## config.mk

```make
export PLATFORM = sky130hd
export DESIGN_NAME = mem_port
export DESIGN_NICKNAME = d
export VERILOG_FILES = /design/src/rtl/mem_port.sv
export SDC_FILE = /design/constraint.sdc
export NUM_CORES = 1
export LEC_CHECK = 0
export CAP_MARGIN = 20
export CORE_MARGIN = 8
export CORE_UTILIZATION = 42
export DETAILED_ROUTE_END_ITERATION = 8
export PLACE_DENSITY = 0.87
export REMOVE_ABC_BUFFERS = 1
export SETUP_SLACK_MARGIN = 0.2
export SYNTH_ARGS = -nofsm -noshare
export SYNTH_HDL_FRONTEND = slang
export SYNTH_SLANG_ARGS = --single-unit
```

## constraint.sdc

```tcl
create_clock -name clk -period 4.3 [get_ports clk]
set_input_delay 0.86 -clock clk [delete_from_list [all_inputs] [get_ports clk]]
set_output_delay 0.86 -clock clk [all_outputs]
set_load 0.005 [all_outputs]
```

## src/rtl/mem_port.sv

```systemverilog
// mem_port: memory-side initiator between the CPU datapath and the unclocked RAM.
// It accepts one load or store at a time and keeps address and data stable
// around each RAM strobe. Load data is captured into a response register.
// Optional feature macro: MEM_PORT_BOUNDS_CHECK_EN. When it is defined,
// addresses at or above DEPTH are rejected with rsp_err. When it is not
// defined, addresses wrap modulo DEPTH.
module mem_port #(
    parameter int DEPTH     = 512,
    parameter int READ_WAIT = 1,
    parameter int WR_PULSE  = 1
) (
    input  logic        clk,
    input  logic        clr,
    input  logic        req_valid,
    output logic        req_ready,
    input  logic        req_write,
    input  logic [31:0] req_addr,
    input  logic [31:0] req_wdata,
    output logic        rsp_valid,
    output logic        rsp_err,
    output logic [31:0] rsp_rdata,
    output logic [31:0] mem_address,
    output logic [31:0] mem_data_in,
    output logic        mem_read,
    output logic        mem_write,
    input  logic [31:0] mem_data_out
);

    localparam logic [3:0] RD_LOAD = 4'(READ_WAIT - 1);
    localparam logic [3:0] WR_LOAD = 4'(WR_PULSE - 1);

    typedef enum logic [2:0] {
        IDLE,
        SETUP,
        RD_WAIT,
        WR_STROBE,
        WR_HOLD,
        RESP
    } state_t;

    state_t      state;
    state_t      state_nxt;
    logic [3:0]  cnt;
    logic [3:0]  cnt_nxt;
    logic        capture;
    logic        accept;
    logic        addr_bad;
    logic        op_w;
    logic [31:0] addr_q;
    logic [31:0] wdata_q;
    logic [31:0] rdata_q;

    assign accept = (state == IDLE) && req_valid;

`ifdef MEM_PORT_BOUNDS_CHECK_EN
    logic err_q;

    assign addr_bad    = (req_addr >= 32'(DEPTH));
    assign mem_address = addr_q;
    assign rsp_err     = (state == RESP) && err_q;

    // Remember whether the accepted request was rejected, for the response
    always_ff @(posedge clk or negedge clr) begin
        if (!clr) begin
            err_q <= 1'b0;
        end else if (accept) begin
            err_q <= addr_bad;
        end
    end
`else
    localparam int AW = (DEPTH > 1) ? $clog2(DEPTH) : 1;

    // Upper address bits are dropped so the RAM sees the address modulo DEPTH
    logic unused_addr_hi;

    assign addr_bad       = 1'b0;
    assign mem_address    = {{(32 - AW){1'b0}}, addr_q[AW-1:0]};
    assign rsp_err        = 1'b0;
    assign unused_addr_hi = ^addr_q[31:AW];
`endif

    // Handshake and strobes decode straight from state, so an async reset drops them at once
    assign req_ready   = (state == IDLE);
    assign rsp_valid   = (state == RESP);
    assign mem_read    = (state == RD_WAIT);
    assign mem_write   = (state == WR_STROBE);
    assign mem_data_in = wdata_q;
    assign rsp_rdata   = rdata_q;

    // State and wait-counter register
    always_ff @(posedge clk or negedge clr) begin
        if (!clr) begin
            state <= IDLE;
            cnt   <= 4'd0;
        end else begin
            state <= state_nxt;
            cnt   <= cnt_nxt;
        end
    end

    // Next-state logic: load the counter in SETUP, then count down through the strobe
    always_comb begin
        state_nxt = state;
        cnt_nxt   = cnt;
        capture   = 1'b0;
        case (state)
            IDLE: begin
                if (req_valid) begin
                    state_nxt = addr_bad ? RESP : SETUP;
                end
            end
            SETUP: begin
                if (op_w) begin
                    cnt_nxt   = WR_LOAD;
                    state_nxt = WR_STROBE;
                end else begin
                    cnt_nxt   = RD_LOAD;
                    state_nxt = RD_WAIT;
                end
            end
            RD_WAIT: begin
                if (cnt != 4'd0) begin
                    cnt_nxt = cnt - 4'd1;
                end else begin
                    capture   = 1'b1;
                    state_nxt = RESP;
                end
            end
            WR_STROBE: begin
                if (cnt != 4'd0) begin
                    cnt_nxt = cnt - 4'd1;
                end else begin
                    state_nxt = WR_HOLD;
                end
            end
            WR_HOLD: begin
                state_nxt = RESP;
            end
            RESP: begin
                state_nxt = IDLE;
            end
            default: begin
                state_nxt = IDLE;
            end
        endcase
    end

    // Latch the request; address and data stay put until the next accept
    always_ff @(posedge clk or negedge clr) begin
        if (!clr) begin
            op_w    <= 1'b0;
            addr_q  <= 32'd0;
            wdata_q <= 32'd0;
        end else if (accept) begin
            op_w    <= req_write;
            addr_q  <= req_addr;
            wdata_q <= req_wdata;
        end
    end

    // Capture read data after mem_read has been held for READ_WAIT cycles
    always_ff @(posedge clk or negedge clr) begin
        if (!clr) begin
            rdata_q <= 32'd0;
        end else if (capture) begin
            rdata_q <= mem_data_out;
        end
    end

endmodule

```

=== Yosys cells after proc, flatten, opt, wreduce, memory -nomap -nowiden ===
Cells that the tools add are included.

* Register bits: 81
* Output and inout bits: 101
* Word-level logic and storage cells: 32

* Add/subtract/negate cells: 1
* Equality and inequality tests: 9
* Mux-type cells: 9
* Reduce and logical (&&, ||, !) cells: 7

{| class="wikitable"
|+ Operator list
! operator !! count
|-
| 3-bit case mux with 5 select lines || 1
|-
| 3-bit two-way mux || 3
|-
| 4-bit case mux with 2 select lines || 1
|-
| 3-bit by 2-bit == test with 1-bit output (second input constant) || 2
|-
| 3-bit == test (second input constant) || 2
|-
| 2-bit != test (second input constant) || 3
|-
| 4-bit two-way mux || 1
|-
| 4-bit nonzero test || 1
|-
| 4-bit by 1-bit subtractor with 4-bit output (second input constant) || 1
|-
| 3-bit by 1-bit == test with 1-bit output (second input constant) || 1
|-
| 3-bit logical NOT || 1
|-
| 1-bit two-way mux || 3
|-
| 3-bit AND reduction || 1
|-
| 2-bit by 1-bit != test with 1-bit output (second input constant) || 1
|-
| 2-bit AND reduction || 1
|-
| 2-bit nonzero test || 1
|-
| 2-bit OR reduction || 1
|-
| 1-bit logical AND || 1
|}

=== Depth between registers and ports, before layout ===
* Word-level depth: 4
* Depth in mapped cells: 6
* Gate-level depth less buffers: 5

=== Least setup slack after synthesis ===
OpenSTA, ideal clock, no wires.

* Path type: reg2out
* Start: reg state[1]
* End: out mem_write
* Data arrival time: 1047 ps
* Required time: 3440 ps
* Setup slack: 2393 ps
* Cell stages (with the launch flop): 4
* Buffers on the path: 1
* Path through: dfrtp_1 > clkbuf_1 > nor2b_1 > and2_1

* Word-level cells in the longest chain between the ends: 1

{| class="wikitable"
|+ RTL lines
! item !! RTL line !! source
|-
| start, declared || 41 || <nowiki>state_t state;</nowiki>
|-
| start signal, assigned || 96 || <nowiki>state <= state_nxt;</nowiki>
|-
| 3-bit by 2-bit == test with 1-bit output || 86 || <nowiki>assign mem_write = (state == WR_STROBE);</nowiki>
|-
| end, declared || 25 || <nowiki>output logic mem_write,</nowiki>
|}

Every way passes these cells.

=== Worst setup path after layout ===
Ends and elaborated chain as after synthesis.

==> impl_metrics.yaml <==
outcome:
  status: "completed"
power_and_ir_drop:
  max-vdd-ir-drop_mv: 0.450
  p_per_area_mw_per_mm2: 703
  power_frac_comb_pct: 48.6
  switching_share_pct: 27.7
  pwr-share-seq_pct: 36.7
  leakage_uw: 0.00242
  power.internal_uw: 2730
  power.switching_uw: 1050
  p_clk_share_pct: 14.8
yosys:
  netlist-cell-type-count: 32
  synth_most_common_cell: "dfrtp_1"
  synth_top_area_cell: "dfrtp_1"
  synth_top_area_share_pct: 55.0
  syn-instance-count: 229
  synthFlopType: "dfrtp_1"
  synth_area_mm2: 0.00369
  yosysWarningCount: 0
  synth_xor_xnor_area_share_pct: 0
  yosys-top-cells-area: "dfrtp_1 (55%), mux2_4 (28%), buf_4 (4.9%)"
  synthSimpleGateAreaFrac_pct: 4.96
  syn_area_per_cell_um2: 16.1
  synthAdderAreaFrac_pct: 0.339
  synth_top_family_by_area: "multiplexers"
  synthArstFlopShare_pct: 100
  synth_compound_area_share_pct: 1.70
  synth_edf_count: 0
  ys_seq_area_share_pct: 55.0
  synthMuxAreaShare_pct: 29.6
  synth_seq_cells: 81
  synth_common_cells: "dfrtp_1 (81), mux2_4 (69), buf_4 (24)"
critical_path:
  critPathMaxFanout: 14
  critPathLaunchType: "flip-flop"
  worstPathRequired_ns: 3.44
  endpoint_kind: "output port"
  path_class: "reg2out"
  worst-endpoint-arrival_ns: 1.95
  reg2reg_to: "rsp_rdata[7]"
  regToRegSetupSlack_ns: 2.19
  cp-startpoint: "state[1]"
  timing.rr.start: "cnt[0]"
  reg2reg_depth: 5
grt:
  grt_usage_pct: 15.0
  grt_pass1_wl_um: 13900
  grt_max_degree: 82
  grt_overflow: 0
  grt_pass1_vias: 2594
  antenna_found_initial: 0
floorplanning:
  die_w_um: 110
  num_rows: 34
  dieArea_mm2: 0.0120
  die_y_um: 110
  core_mm2: 0.00864
  initial_core_util_pct: 42.7
  io_pins: 201
timing:
  finalWorstSetupSlack_ns: 1.49
  fin_crit_sh_pct: 65.3
  slew_headroom_pct: 46.2
  tns_ns: 0
  fmax_mhz: 356
  worstMarginPinSlew_ns: 0.807
  fin_crit_ns: 2.81
  finClkSkew_ns: 0.0110
  hold_viol: 0
  setup_violations: 0
  rsz0062_at_grt: "false"
  maxSlewViolCount: 0
placement:
  dpl.hpwl_um: 6810
  place_ws_ns: 1.73
  port_buffers: 153
  gp_congestion: 0.745
final_layout:
  fillers: 662
  diodes: 0
  drive_above_1_share_pct: 24.7
  area.growth.synth_to_final_pct: 45.6
  final_nets: 484
detailed_routing:
  drc_errors: 0
  routed_via_density: 4.66
  wl_um: 9240
  vias: 2313
  wl_per_cell_um: 18.6
  drtIter0Drc: 102
  ant_nets: 0
  drtPass1Iterations: 4
clocking:
  holdBufCountCts: 0
  clk_latency_ns: 0.34
  clock_sinks: 81
  cts_setup_buffers: 0
  cts_tree: "yes"
  cts_resized: 0
  htree_levels: 3
  clk_path_buf_depth: 2
  clk_pin_slew_ns: 0.08
  root_buffer: "clkbuf_8"
  cts_buffers: 9
run:
  max-cap-violations: 0
hold_path:
  hold_class: "in2async"
## registers in the layout, indices dropped and copies added (netlist names)
| register | cells |
|---|---|
| addr_q | 9 |
| cnt | 4 |
| mem_data_in | 32 |
| rsp_rdata | 32 |
| op_w | 1 |
| state | 3 |
## placed cells by master, fill, tap and decap left out, types with 2 or more instances in the layout
cell / Yosys / final
clkbuf_8: 0 / 10
nor3b_4: 2 / 2
mux2_4: 69 / 69
nor2_1: 3 / 3
nand3_1: 5 / 5
dfrtp_1: 81 / 81
clkinvlp_4: 0 / 3
a31oi_1: 2 / 2
mux2_2: 5 / 5
nand2b_1: 2 / 2
inv_1: 3 / 3
conb_1: 1 / 24
nor2b_1: 2 / 2
clkbuf_1: 1 / 2
o21ai_0: 2 / 2
nand2_1: 4 / 4
clkdlybuf4s50_1: 0 / 152
## critical path, cell delays in order (launching register included)
cell	delay [ns]
dfrtp_1	0.59
nor2b_1	0.35
and2_1	0.18
clkdlybuf4s50_1	0.50
## how the worst max path moves through the flow
stage                                 end  slack [ns]  depth (start not counted)
after floorplan           mem_data_in[16]        2.38                          2
after global placement    mem_data_in[16]        1.76                          3
after detailed placement  mem_data_in[16]        1.73                          3
after CTS                       mem_write        1.47                          3
after global routing            mem_write        1.34                          3
final                           mem_write        1.49                          3
## per-stage QoR
| step | hold WS (ns) | total power, uW | cells | cell area, um2 | utilization, % |
|---|---|---|---|---|---|
| 5_1_grt | 0.402 | 3990 | 496 | 5370 | 62.2 |
| 3_5_place_dp | 0.491 | 3240 | 479 | 5140 | 59.5 |
| 4_1_cts | 0.513 | 3820 | 495 | 5340 | 61.8 |
| 3_3_place_gp | 0.488 | 3170 | 479 | 5140 | 59.5 |
| 2_1_floorplan | 0.483 | 2220 | 218 | 3480 | - |
| 6_report | 0.414 | 3770 | 496 | 5370 | 62.2 |
## metal layers
metal  track usage (%)  wire length [um]  part of all wire, %  vias up
li1                  -                 -                    -     1048
met1              16.7              3430                   37     1175
met2              26.9              5030                   54       76
met3              3.11               581                  6.3       14
met4              7.04               205                  2.2        0
met5                 0                 0                    0        -
## kinds of logic (layout without fill, tap and decap cells)
kind of cell,count (synthesis),count (layout)
other,1,24
AOI/OAI and AO/OA,9,9
buffers and inverters,37,173
and+or+nand+nor,26,26
DFF,81,81
muxes,74,74
adders and majority gates,1,1
## power groups by stage
stage               Combinational [uW]  Clock (uW)  Sequential, uW
floorplan                          833           0            1390
global placement                  1810           0            1360
detailed placement                1850           0            1390
CTS                               1860         575            1380
global route                      1950         604            1440
finish                            1830         556            1380
## area by class of cell
class	count	area, um2	area share [%]
clock inverter	4	52.6	0.979
tap	108	135	2.52
multi-input combinational	134	1440	26.8
sequential	81	2030	37.8
timing repair buffer	154	1560	29.0
inverter	3	11.3	0.210
clock buffer	12	145	2.70
No activity file was read; power rests on OpenSTA's default activity.
